### src/rtl/flag_unit_pkg.sv
// Shared encodings for the NZCV flag unit: branch types, ARMv8 condition codes,
// NZCV bit positions and the result-holding FSM states.
package flag_unit_pkg;

  typedef enum logic [1:0] {
    BR_B     = 2'b00,
    BR_BCOND = 2'b01,
    BR_CBZ   = 2'b10,
    BR_CBNZ  = 2'b11
  } br_type_e;

  localparam logic [3:0] COND_EQ = 4'b0000;
  localparam logic [3:0] COND_NE = 4'b0001;
  localparam logic [3:0] COND_HS = 4'b0010;
  localparam logic [3:0] COND_LO = 4'b0011;
  localparam logic [3:0] COND_MI = 4'b0100;
  localparam logic [3:0] COND_PL = 4'b0101;
  localparam logic [3:0] COND_VS = 4'b0110;
  localparam logic [3:0] COND_VC = 4'b0111;
  localparam logic [3:0] COND_HI = 4'b1000;
  localparam logic [3:0] COND_LS = 4'b1001;
  localparam logic [3:0] COND_GE = 4'b1010;
  localparam logic [3:0] COND_LT = 4'b1011;
  localparam logic [3:0] COND_GT = 4'b1100;
  localparam logic [3:0] COND_LE = 4'b1101;
  localparam logic [3:0] COND_AL = 4'b1110;
  localparam logic [3:0] COND_NV = 4'b1111;

  // Bit positions inside the {N,Z,C,V} vector
  localparam int NZCV_N = 3;
  localparam int NZCV_Z = 2;
  localparam int NZCV_C = 1;
  localparam int NZCV_V = 0;

  typedef enum logic {
    ST_IDLE = 1'b0,
    ST_HOLD = 1'b1
  } state_e;

endpackage

### src/rtl/flag_unit_cond_eval.sv
// Combinational ARMv8 condition-code evaluator over an {N,Z,C,V} vector.
// Zero latency, no flow control.
module cond_eval
  import flag_unit_pkg::*;
(
  input  logic [3:0] cond,
  input  logic [3:0] nzcv,
  output logic       pass
);

  logic w_n, w_z, w_c, w_v;

  assign w_n = nzcv[NZCV_N];
  assign w_z = nzcv[NZCV_Z];
  assign w_c = nzcv[NZCV_C];
  assign w_v = nzcv[NZCV_V];

  always_comb begin
    pass = 1'b1;
    case (cond)
      COND_EQ: pass = w_z;
      COND_NE: pass = ~w_z;
      COND_HS: pass = w_c;
      COND_LO: pass = ~w_c;
      COND_MI: pass = w_n;
      COND_PL: pass = ~w_n;
      COND_VS: pass = w_v;
      COND_VC: pass = ~w_v;
      COND_HI: pass = w_c & ~w_z;
      COND_LS: pass = ~(w_c & ~w_z);
      COND_GE: pass = (w_n == w_v);
      COND_LT: pass = (w_n != w_v);
      COND_GT: pass = ~w_z & (w_n == w_v);
      COND_LE: pass = ~(~w_z & (w_n == w_v));
      COND_AL: pass = 1'b1;
      COND_NV: pass = 1'b1;
      default: pass = 1'b1;
    endcase
  end

endmodule

### src/rtl/flag_unit.sv
// NZCV flag register plus branch resolver; 1-cycle accept-to-result latency, result
// held until res_ack, back-to-back accept when acked, flush drops any held result.
module flag_unit
  import flag_unit_pkg::*;
(
  input  logic       clk,
  input  logic       reset,
  input  logic       ex_valid,
  input  logic       ex_setflags,
  input  logic       alu_negative,
  input  logic       alu_zero,
  input  logic       alu_overflow,
  input  logic       alu_carry_out,
  input  logic       br_valid,
  input  logic [1:0] br_type,
  input  logic [3:0] br_cond,
  input  logic       br_regzero,
  output logic       br_ready,
  output logic       res_valid,
  output logic       res_taken,
  input  logic       res_ack,
  input  logic       flush,
  output logic [3:0] flags_q
);

  state_e     r_state;
  state_e     w_state_nxt;
  logic [3:0] r_flags;
  logic       r_taken;

  logic       w_flag_wr;
  logic [3:0] w_alu_nzcv;
  logic [3:0] w_eff_flags;
  logic       w_cond_pass;
  logic       w_taken;
  logic       w_accept;

  assign w_flag_wr  = ex_valid & ex_setflags;
  assign w_alu_nzcv = {alu_negative, alu_zero, alu_carry_out, alu_overflow};

  // Forward the ALU flags so a branch paired with ADDS/SUBS sees the new NZCV
  assign w_eff_flags = w_flag_wr ? w_alu_nzcv : r_flags;

  cond_eval u_cond_eval (
    .cond (br_cond),
    .nzcv (w_eff_flags),
    .pass (w_cond_pass)
  );

  always_comb begin
    w_taken = 1'b1;
    case (br_type_e'(br_type))
      BR_B:     w_taken = 1'b1;
      BR_BCOND: w_taken = w_cond_pass;
      BR_CBZ:   w_taken = br_regzero;
      BR_CBNZ:  w_taken = ~br_regzero;
      default:  w_taken = 1'b1;
    endcase
  end

  assign br_ready = (r_state == ST_IDLE) | ((r_state == ST_HOLD) & res_ack);
  assign w_accept = br_valid & br_ready & ~flush;

  always_comb begin
    w_state_nxt = r_state;
    if (flush) begin
      w_state_nxt = ST_IDLE;
    end else if (w_accept) begin
      w_state_nxt = ST_HOLD;
    end else if ((r_state == ST_HOLD) & res_ack) begin
      w_state_nxt = ST_IDLE;
    end
  end

  always_ff @(posedge clk or negedge reset) begin
    if (!reset) begin
      r_state <= ST_IDLE;
    end else begin
      r_state <= w_state_nxt;
    end
  end

  // Flag writes proceed regardless of flush: they belong to the EX instruction
  always_ff @(posedge clk or negedge reset) begin
    if (!reset) begin
      r_flags <= 4'b0000;
    end else if (w_flag_wr) begin
      r_flags <= w_alu_nzcv;
    end
  end

  always_ff @(posedge clk or negedge reset) begin
    if (!reset) begin
      r_taken <= 1'b0;
    end else if (w_accept) begin
      r_taken <= w_taken;
    end
  end

  assign res_valid = (r_state == ST_HOLD);
  assign res_taken = r_taken;
  assign flags_q   = r_flags;

endmodule

### config.mk
export PLATFORM = sky130hd
export DESIGN_NAME = flag_unit
export DESIGN_NICKNAME = d
export VERILOG_FILES = /design/src/rtl/flag_unit_pkg.sv /design/src/rtl/flag_unit_cond_eval.sv /design/src/rtl/flag_unit.sv
export SDC_FILE = /design/constraint.sdc
export NUM_CORES = 1
export LEC_CHECK = 0
export ABC_CLOCK_PERIOD_IN_PS = 1600
export CORE_MARGIN = 5
export CORE_UTILIZATION = 35
export CTS_BUF_LIST = sky130_fd_sc_hd__clkbuf_16
export DETAILED_ROUTE_END_ITERATION = 16
export GPL_TIMING_DRIVEN = 0
export HOLD_SLACK_MARGIN = 0.12
export PLACE_DENSITY = 0.72
export SYNTH_ARGS = -nofsm -noshare
export SYNTH_HDL_FRONTEND = slang
export SYNTH_SLANG_ARGS = --single-unit
### constraint.sdc
create_clock -name clk -period 1.6 [get_ports clk]
set_clock_uncertainty 0.15 [all_clocks]
set_input_delay 0.4 -clock clk [delete_from_list [all_inputs] [get_ports clk]]
set_output_delay 0.4 -clock clk [all_outputs]
set_load 0.005 [all_outputs]
Yosys cells after proc, flatten, opt, wreduce, memory -nomap -nowiden. Index checks and enable logic that the tools add are counted.

Add/subtract/negate cells: 0. Multipliers: 0. Divide/modulo/power cells: 0. $lt $le $gt $ge: 0. Equality and inequality tests: 20. Shift operators: 0. Muxes and demuxes: 6. Bitwise gates (word level): 16. Reductions and logical operators: 4.

Operators by type and width (count): $eq 4x4->1 const B (8); $eq 4x3->1 const B (4); $pmux 1 s15 (1); $not 1->1 (9); $eq 4x2->1 const B (2); $and 1x1->1 (6); $eq 2x2->1 const B (2); $eq 4x1->1 const B (1); $logic_not 4->1 (1); $mux 4 (1); $pmux 1 s4 (1); $mux 1 (3); $reduce_bool 3->1 (1); $eq 2x1->1 const B (1); $logic_not 2->1 (1); $reduce_or 2->1 (1); $eq 1x1->1 (1); $ne 1x1->1 (1); $or 1x1->1 (1).

Register bits after elaboration: 6. Latch bits: 0. Bits in writable memories: 0. Memory bits (read-only): 0. Memories kept: 0.

Longest topological paths before layout.
Depth in word-level cells: 7. Depth in mapped cells: 5. Gate-level depth less buffers: 5.

Hierarchy. Synthesis repeated with hierarchy kept, for this count alone.

Cells, all modules: 50. Area, all modules: 462.9 um2.

By module, submodules not included: flag_unit (times used 1, cells an instance 20, area each 277.8 um2, sequential area each 150.1 um2); cond_eval (times used 1, cells an instance 30, area each 185.2 um2, sequential area each 0.0 um2).

Worst setup path after synthesis. OpenSTA, ideal clock, no wires.

Path type: input-to-reg. Start: input port ex_valid. End: register r_taken (netlist: res_taken). Setup time: 82 ps. Arrival time: 1522 ps. Required time: 1368 ps. Setup slack: -154 ps. Stages: 5. Buffers on the path: 0. Cells stage by stage: nand2_4 mux4_2 xnor2_1 o32a_1 a31oi_1.

Longest elaborated chain between the ends: 7. Elaborated cells on any way between the ends: 14. Classes of those cells: eq/ne: 2; mux: 3; bitwise: 9.

RTL lines: from (decl) (line flag_unit.sv:8) `input logic ex_valid,`; $and 1x1->1 (*) (line flag_unit.sv:38) `assign w_flag_wr = ex_valid & ex_setflags;`; $mux 4 (*); $eq 1x1->1 or $not 1->1 (tied branches); $and 1x1->1, on equally long branches; $not 1->1, on equally long branches (line flag_unit_cond_eval.sv:34, flag_unit_cond_eval.sv:30); $pmux 1 s15 (*) (line flag_unit_cond_eval.sv:20) `case (cond)`; $pmux 1 s4 (*) (line flag_unit.sv:52) `case (br_type_e'(br_type))`; to (signal assigned) (line flag_unit.sv:96) `r_taken <= w_taken;`; to (decl) (line flag_unit.sv:29) `logic r_taken;`.

Mark *: on every way between the ends. The rest lies on a longest branch, timed or not. A chain may end at the register's enable or synchronous reset.

Worst setup path in the final report.
Start: input port alu_zero. End: register r_taken (netlist: res_taken).

Longest elaborated chain between the ends: 6. Elaborated cells on any way between the ends: 8. Classes of those cells: mux: 3; bitwise: 5.

RTL lines: from (decl) (line flag_unit.sv:11) `input logic alu_zero,`; $mux 4 (*); $not 1->1; $and 1x1->1, on equally long branches; $not 1->1, on equally long branches (line flag_unit_cond_eval.sv:34, flag_unit_cond_eval.sv:30); $pmux 1 s15 (*) (line flag_unit_cond_eval.sv:20); $pmux 1 s4 (*) (line flag_unit.sv:52).

Marks and branches as above.

==> metrics.md <==
| Metric | Value |
|---|---|
| Status | `finished, violations left` |
| Failing checks | `negative setup slack` |
| Initial DRC Count | `1` |
| Top Ports | `25` |
| Critical Path AT | `1690 ps` |
| Vias in the first global route | `543` |
| CTS Buf Count | `3` |
| Dpl ws | `-894 ps` |
| Die ar. | `2430 um2` |
| Worst path bufs/invs | `1` |
| Crit path time final | `1710 ps` |
| RSZ-0062 raised after global routing | `true` |
| Hold WS | `260 ps` |
| Worst path slowest cell | `mux4_2` |
| Vias per inst | `5.46` |
| R2r worst-path depth | `4` |
| Initial core utilization | `36.4%` |
| Crit share post-route | `107%` |
| Std cell rows | `14` |
| Worst min path class | `in -> async` |
| Largest net degree at the start of global routing | `11` |
| Syn nets | `71` |
| Mux cell area share after synthesis | `12.9%` |
| Library cells used by synthesis | `33` |
| EDFF count, synth | `0` |
| Top-count cell post-synth | `dfrtp_1` |
| Achievable Freq | `585 MHz` |
| Yosys top cell by area | `dfrtp_1` |
| Worst-Margin Slew | `334 ps` |
| Power, Total | `865 uW` |
| Synthesized area per cell | `10.2 um2` |
| Clock root buffer | `clkbuf_16` |
| Clk_lat worst skew | `230 ps` |
| All-Layer GR Usage | `13.2%` |
| H-tree levels | `1` |
| Most used flip-flop cell after synthesis | `dfrtp_1` |
| Power per cell area | `894 nW/um2` |
| Reg2reg start | `flags_q[1]$_DFF_PN0_` |
| Syn Std Cell Area | `542 um2` |
| Crit path cell chain | `clkdlybuf4s15_2, mux4_2, xnor2_1, o32a_1, a31oi_1` |
| R2r setup slk | `-100 ps` |
| DR WL/cell | `15.6 um` |
| Max clock buf depth | `2` |
| Final ANT Viol Nets | `0` |
| Crit path from | `alu_zero` |
| Peak supply drop | `0.00115 V` |
| WP data required | `1580 ps` |
| Proportion of netlist area held by the largest area contributor | `27.7%` |
| Placer congestion estimate | `0.818` |
| Slew headroom | `77.7%` |
| Synth Area in Adders | `0%` |
| Cells after Synth | `53` |
| DP Cell Count | `91` |
| Final setup margin | `-109 ps` |
| Final Util | `65.0%` |
| Ys async rst share | `100%` |
| Area grow syn2layout | `78.5%` |
| Largest family of logic cells by synthesized area | `simple AND/OR/NAND/NOR gates` |
| Top post-synthesis cells by count | `dfrtp_1, xnor2_1, nand4b_1, xor2_1` |
| Final setup vio count | `1` |
| Crit. End Element | `flop` |
| Synth Area in XOR/XNOR | `11.3%` |
| Compound-gate portion of the synthesized area | `19.4%` |
| Die Y | `49.3 um` |
| Vias | `562` |
| Startpoint Class | `input pin` |
| Diode count | `0` |
| Reg2reg end | `res_taken$_DFFE_PN0P_` |
| CP top delay family | `multiplexers` |
| Placeable Area | `1490 um2` |
| Initial antenna violation count | `0` |
| Final Hold Vio Count | `0` |
| Synth Area in Simple Gates | `25.6%` |
| Die Wd | `49.3 um` |
| CP max FO | `4` |
| Maxcap violations | `0` |
| Share of cells above drive strength 1 | `39.1%` |
| Leak pwr | `0.000411 uW` |
| Drt first pass iters | `4` |
| Seq cells post-synth | `6` |
| Final wirelength | `1.60 mm` |
| Grt ovf | `0` |
| Fin cells | `103` |
| CTS sink cnt | `6` |
| Input/output buffers | `22` |
| Yosys warns | `0` |
| Seq/Total Area, Yosys | `27.7%` |
| Max Slew Vio Count | `0` |
| Largest cells by area after synthesis | `dfrtp_1, xnor2_1, o32ai_4, nand4b_1, xor2_1` |
| Nets | `107` |
| Global-route wire length before repair | `2.42 mm` |
| Post-DP HPWL | `1.05 mm` |
| Remaining DRCs | `0` |
| Critical path type | `in -> reg` |
| CTS tree | `done` |
| CTS clk-pin slew, worst paths | `30 ps` |
| Crit-path max cell delay | `470 ps` |
## layout make-up
cell class              count  area (um2)
plain buffers               2        8.76
clock buffers               3        75.1
repair buffers             31         277
fillers                   116         522
inverters                   2        7.51
flip-flops and latches      6         150
multi-input cells          43         429
well taps                  16        20.0
## report_power, final
group          leakage (uW)  switching, uW  internal, uW
Clock             0.0000370           76.9           320
Sequential        0.0000709           18.2           174
Combinational      0.000303            115           161
## worst reg2reg max path: stages (launching register included)
cell and delay, ps:
dfrtp_1 390, mux4_2 480, xnor2_1 140, o32a_1 280, a31oi_1 170
## worst max-delay path by stage
stage | end | slack [ps] | cells past startpoint
floorplan | res_taken$_DFFE_PN0P_ | -120 | 5
global placement | res_taken$_DFFE_PN0P_ | -910 | 6
detailed placement | res_taken$_DFFE_PN0P_ | -890 | 6
CTS | res_taken$_DFFE_PN0P_ | -140 | 4
global route | res_taken$_DFFE_PN0P_ | -160 | 6
finish | res_taken$_DFFE_PN0P_ | -110 | 5
## placed cells by master, fill, tap and decap left out, types with 3 or more instances in the layout
cell type        synthesis  layout
clkbuf_16                0       3
xnor2_1                  4       4
buf_4                    0       8
clkdlybuf4s50_1          0       4
buf_6                    0       3
nand4b_1                 3       3
dlygate4sd2_1            0       8
dfrtp_1                  6       6
## stage by stage
step | setup TNS, ps | cell area, um2
4_1_cts | -138 | 906
5_1_grt | -172 | 967
3_5_place_dp | -2140 | 791
3_3_place_gp | -2130 | 791
2_1_floorplan | -122 | 551
6_report | -109 | 967
## sequential cells by signal, indices dropped and copies added, names as in the netlist
name,flops
res_taken,1
flags_q,4
res_valid,1
## per-layer routing
layer | track usage [%] | share of wire [%] | up-vias
met5 | 0 | 0 | -
met4 | 9.42 | 3.6 | 0
met3 | 3.67 | 4.7 | 6
met2 | 21.5 | 52 | 15
met1 | 14.6 | 39 | 269
li1 | - | - | 272
## kinds of logic after synthesis
family,after synthesis
buffers and inverters,4
AOI/OAI and AO/OA,11
DFF,6
and+or+nand+nor,20
muxes,5
xor gates and xnor gates,7
## timing repair
| action | in CTS | in global routing |
|---|---|---|
| setup endpoints to repair | 9 | 1 |
| pin swaps | 8 | 6 |
| gates cloned | 0 | 0 |
| buffers inserted | 3 | 6 |
| hold buffers | 0 | 0 |
| resized for setup | 42 | 8 |
Note: power is estimated with default switching activity, not from simulation.
